`src/rtl/mul_pp_gen.sv`:
```
// Iterative signed/unsigned partial-product generator feeding adder_tree; CHUNK cycles accept->out_valid.
// Backpressure: DONE holds pp_out/out_valid until out_ready; in_ready only in IDLE, no overlap.
module mul_pp_gen #(
  parameter int XLEN = 64,
  parameter int N    = 8
) (
  input  logic                  clk,
  input  logic                  rst_n,
  input  logic                  in_valid,
  output logic                  in_ready,
  input  logic [XLEN-1:0]       a,
  input  logic [XLEN-1:0]       b,
  input  logic                  is_signed,
  output logic                  out_valid,
  input  logic                  out_ready,
  output logic [N*2*XLEN-1:0]   pp_out
);

  localparam int CHUNK = XLEN / N;
  localparam int CW    = (CHUNK > 1) ? $clog2(CHUNK) : 1;
  localparam int PW    = 2 * XLEN;

  typedef enum logic [1:0] {IDLE, GEN, DONE} state_t;

  state_t                 state, state_nxt;
  logic [XLEN-1:0]        ma, mb;
  logic [XLEN-1:0]        a_mag, b_mag;
  logic                   neg;
  logic [CW-1:0]          cnt;
  logic [N-1:0][PW-1:0]   acc;
  logic [N-1:0][PW-1:0]   addend;
  logic [N-1:0]           sel;
  logic                   accept;
  logic                   last;

  assign accept = in_valid && in_ready;
  assign last   = (cnt == CW'(CHUNK - 1));

  // Two's-complement magnitude; the most negative value maps to 2^(XLEN-1) in XLEN bits.
  assign a_mag = (is_signed && a[XLEN-1]) ? (~a + 1'b1) : a;
  assign b_mag = (is_signed && b[XLEN-1]) ? (~b + 1'b1) : b;

  always_ff @(posedge clk or negedge rst_n) begin
    if (!rst_n) begin
      state <= IDLE;
    end else begin
      state <= state_nxt;
    end
  end

  always_comb begin
    state_nxt = state;
    in_ready  = 1'b0;
    out_valid = 1'b0;
    case (state)
      IDLE: begin
        in_ready = 1'b1;
        if (in_valid) state_nxt = GEN;
      end
      GEN: begin
        if (last) state_nxt = DONE;
      end
      DONE: begin
        out_valid = 1'b1;
        if (out_ready) state_nxt = IDLE;
      end
      default: state_nxt = IDLE;
    endcase
  end

  // Lane i consumes bit (CHUNK*i + cnt) of mb, so all lanes step through their chunk together.
  for (genvar gi = 0; gi < N; gi++) begin : g_lane
    assign sel[gi]    = |(mb[CHUNK*gi +: CHUNK] & (CHUNK'(1) << cnt));
    assign addend[gi] = sel[gi] ? (({{XLEN{1'b0}}, ma} << (CHUNK*gi)) << cnt) : '0;
    assign pp_out[PW*gi +: PW] = neg ? (~acc[gi] + 1'b1) : acc[gi];
  end

  always_ff @(posedge clk or negedge rst_n) begin
    if (!rst_n) begin
      ma  <= '0;
      mb  <= '0;
      neg <= 1'b0;
      cnt <= '0;
      acc <= '0;
    end else if (accept) begin
      ma  <= a_mag;
      mb  <= b_mag;
      neg <= is_signed && (a[XLEN-1] ^ b[XLEN-1]);
      cnt <= '0;
      acc <= '0;
    end else if (state == GEN) begin
      for (int i = 0; i < N; i++) begin
        acc[i] <= acc[i] + addend[i];
      end
      cnt <= cnt + 1'b1;
    end
  end

endmodule

```
`config.mk`:
```
export PLATFORM = sky130hd
export DESIGN_NAME = mul_pp_gen
export DESIGN_NICKNAME = d
export VERILOG_FILES = /design/src/rtl/mul_pp_gen.sv
export SDC_FILE = /design/constraint.sdc
export NUM_CORES = 2
export LEC_CHECK = 0
export ABC_AREA = 0
export CORE_AREA = 2 2 448 450
export CTS_CLUSTER_SIZE = 24
export DETAILED_ROUTE_END_ITERATION = 12
export DIE_AREA = 0 0 450 452
export GPL_ROUTABILITY_DRIVEN = 0
export GPL_TIMING_DRIVEN = 0
export PLACE_DENSITY = 0.71
export SLEW_MARGIN = 20
export SYNTH_ARGS = -nofsm -noshare
export SYNTH_HDL_FRONTEND = slang
export SYNTH_SLANG_ARGS = --single-unit
```
`constraint.sdc`:
```
create_clock -name clk -period 8.68 [get_ports clk]
set_clock_uncertainty 0.1 [all_clocks]
set_input_delay 0.868 -clock clk [delete_from_list [all_inputs] [get_ports clk]]
set_output_delay 0.868 -clock clk [all_outputs]
set_load 0.01 [all_outputs]
```
==> metrics.json <==
{
  "status": {
    "run_status": "finished, final reports clean"
  },
  "cts": {
    "cts_inserted_buffers": 114,
    "clockBufferDepth": 3,
    "numClockSinks": 934,
    "root_buffer": "clkbuf_16",
    "h_tree_lvl_count": 3,
    "cts.repair_timing.setup_buffer_count": 0,
    "clk_transition_reported_paths_ns": 0.07,
    "tritoncts_clock_tree": "done",
    "clock_latency_reported_for_the_late_side_of_the_worst_skew_pair_ns": 0.87
  },
  "timing": {
    "fmax_mhz": 117,
    "rsz0062_at_grt": "no",
    "timing.final.hold_violations": 0,
    "min_period_over_period": 0.986,
    "timing.final.max_slew_violations": 0,
    "min_period_ns": 8.55,
    "pin_slew_with_the_least_headroom_to_its_limit_ns": 1.31,
    "fin_ws_ns": 0.126,
    "maxSlewHeadroom": 0.128,
    "finalSetupViolations": 0
  },
  "floorplan": {
    "row_count": 164,
    "die-height_um": 452,
    "floorplan.die_area_sq_um": 203000,
    "chipWidth_um": 450,
    "io-pin-count": 1159,
    "floorplan.initialDensity": 0.488,
    "core_sq_um": 199000
  },
  "synthesis": {
    "synthTopCellsByArea": "dfrtp_1 (24%), xnor2_1 (9.9%), ha_1 (7.6%), o21ai_0 (7.0%), nand2_1 (6.1%)",
    "yosys_warnings": 0,
    "post-synth-top-area-fraction": 0.241,
    "ys_seq_area_frac": 0.241,
    "postSynthCellCount": 12800,
    "yosys_most_used_dff": "dfrtp_1",
    "post_synth_instance_area_sq_um": 97000,
    "yosys.area.top_type": "dfrtp_1",
    "per_instance_average_area_after_synthesis_sq_um": 7.59,
    "synth-edff-count": 0,
    "ys_types": 89,
    "postSynth.asyncResetShare": 1.00,
    "register_bit_count_reported_by_yosys": 934
  },
  "critical_path": {
    "crit_arrival_ns": 9.13,
    "crit_path_max_fanout": 10,
    "setup.worst_path.start_class": "register",
    "criticalPathCategory": "register to register",
    "critical-path-slowest-cell": "clkbuf_1",
    "critPathCaptureType": "register",
    "cp_slowest_stage_delay_ns": 0.80,
    "worstPathCellList": "clkbuf_1 -> clkbuf_1 -> clkbuf_2 -> mux2i_4 -> buf_12 -> nor2_1 -> ha_1 -> clkbuf_1 -> nand2_1 -> or4_1 -> or3_1 -> a2111oi_1 -> nor3_1 -> nor4_2 -> a31o_2 -> a21oi_1 -> o21ai_0 -> clkbuf_1 -> nand4_1 -> mux2i_1",
    "required_ns": 9.25,
    "cp_top_family": "buffers and inverters",
    "worst-path-buf-inv": 6,
    "path_common_cell": "clkbuf_1"
  },
  "finish": {
    "synthToLayoutAreaGrowth_pct": 22.5,
    "fillerInstances": 18500,
    "nets": 14900,
    "share_of_the_core_filled_with_cells_in_the_final_layout": 0.598,
    "drive_above_1_share": 0.0630
  },
  "detailed_routing": {
    "route.antenna.remaining_nets": 0,
    "detail_route.first_pass.iterations": 8,
    "routed_wl_mm": 482,
    "drc_errors": 0,
    "drt_first_iter_violations": 15000,
    "via_count": 111000,
    "routed_via_density": 6.52,
    "routed_wl_per_cell_um": 28.3
  },
  "global_route": {
    "first_global_vias": 100000,
    "grt_antenna_before_repair": 74,
    "grt_usage": 0.453,
    "wire_length_of_the_first_global_routing_pass_mm": 684,
    "overall_overflow_remaining_after_global_route": 0,
    "largest_net_degree_at_the_start_of_global_routing": 133
  },
  "min_path": {
    "worst_hold_path_type": "register to register"
  },
  "place": {
    "io_buffers": 934,
    "dpl_worst_slack_ns": -1.18,
    "hpwlAfterDp_mm": 382
  },
  "flow_run": {
    "maxCapViolations": 0
  }
}
area by class of cell:
cell class                 instances  area [sq um]  area share
multi-input combinational      10800         69900       0.588
sequential                       934         23400       0.197
timing repair buffer            1050         12100       0.102
buffer                          1023          4830      0.0407
tap                             2656          3320      0.0280
clock buffer                     154          3210      0.0270
clock inverter                    60           912     0.00767
inverter                         223           837     0.00704
antenna                          136           340     0.00286
through the flow:
step / setup TNS [ns] / hold slack [ns] / cell area [sq um] / std cells
after global placement: - / 0.359 / 111000 / 16600
after CTS: 0 / 0.378 / 118000 / 16900
after floorplan: 0 / 0.344 / 97800 / 13000
final: 0 / 0.375 / 119000 / 17100
after global routing: 0 / 0.398 / 119000 / 16900
after detailed placement: -45.58 / 0.365 / 114000 / 16700
tightest hold or removal path: stages (launching register included):
cell	delay (ns)
dfrtp_1	0.34
nand2_1	0.04
o21ai_0	0.06
Yosys cell counts (all sizes together), types with 17 or more instances:
master and instances:
xnor2 1091, clkbuf 751, o21bai 130, and4 18, and2 57, a22o 40, ha 591, nand3 378
and3 107, o31a 17, or3 192, nand2 1587, o21ai 1359, a21oi 785, a31oi 101, a221o 21
nand4 270, a221oi 32, or2 73, a21boi 29, nand2b 113, a211oi 43, o211ai 98, o311ai 18
mux2 18, dfrtp 934, or4 138, buf 276, nor2 1106, o41ai 162, o31ai 323, a21o 393
nor4 130, mux2i 180, mux4 50, nor2b 52, o21a 78, inv 222, xor2 345, nor3 245
state kept, by name, indices dropped and copies added (netlist names):
signal,flops
ma,64
neg,1
state,2
mb,64
acc,800
cnt,3
kinds of logic (layout without fill, tap and decap cells):
kind of cell               count (synthesis)  count (layout)  synth area share
xor gates and xnor gates                1436            1436             0.130
muxes                                    248             248            0.0323
AOI/OAI and AO/OA                       3781            3781             0.243
DFF                                      934             934             0.241
other                                      1             360         0.0000387
buffers and inverters                   1250            2510            0.0577
and+or+nand+nor                         4531            4531             0.219
adders and majority gates                599             599            0.0779
path summary, 6_finish.rpt:
| kind | from | depth (start not counted) | slack, ns | end |
|---|---|---|---|---|
| min in group asynchronous | rst_n | 2 | 0.50 | acc[41] |
| max in group asynchronous | rst_n | 5 | 5.54 | acc[859] |
| max | cnt[2] | 20 | 0.13 | acc[631] |
| min reg2reg | mb[53] | 2 | 0.37 | mb[53] |
| max reg2reg | cnt[2] | 20 | 0.13 | acc[631] |
| min | mb[53] | 2 | 0.37 | mb[53] |
cells in the final DEF, fill, tap and decap left out, types with 270 or more instances in the layout:
cell type / Yosys / final
nand2_1: 1587 / 1586
o21ai_0: 1357 / 1357
nor2_1: 1106 / 1106
xnor2_1: 1091 / 1086
dfrtp_1: 934 / 934
clkdlybuf4s50_1: 0 / 933
a21oi_1: 785 / 779
clkbuf_1: 749 / 703
ha_1: 591 / 591
a21o_1: 393 / 393
nand3_1: 378 / 377
xor2_1: 345 / 344
o31ai_1: 323 / 321
nand4_1: 270 / 270
per-layer routing:
layer  routed length [um]  vias up  part of all wire  track usage
met4                53800       39              0.11        0.426
li1                     -    48800                 -            -
met2               186000     8213              0.39        0.613
met3                71900     2089              0.15        0.175
met1               169000    52100              0.35        0.543
met5                  497        -            0.0010       0.0112
repair_timing:
action,in CTS,in global routing
setup endpoints to repair,134,65
hold buffers,1,0
resized for setup,9,10
cloned,0,0
hold endpoints to repair,90,0
Power is left out: the tool's default activity adds up to more than one toggle a clock period on the data nets, which glitch-free logic cannot reach.
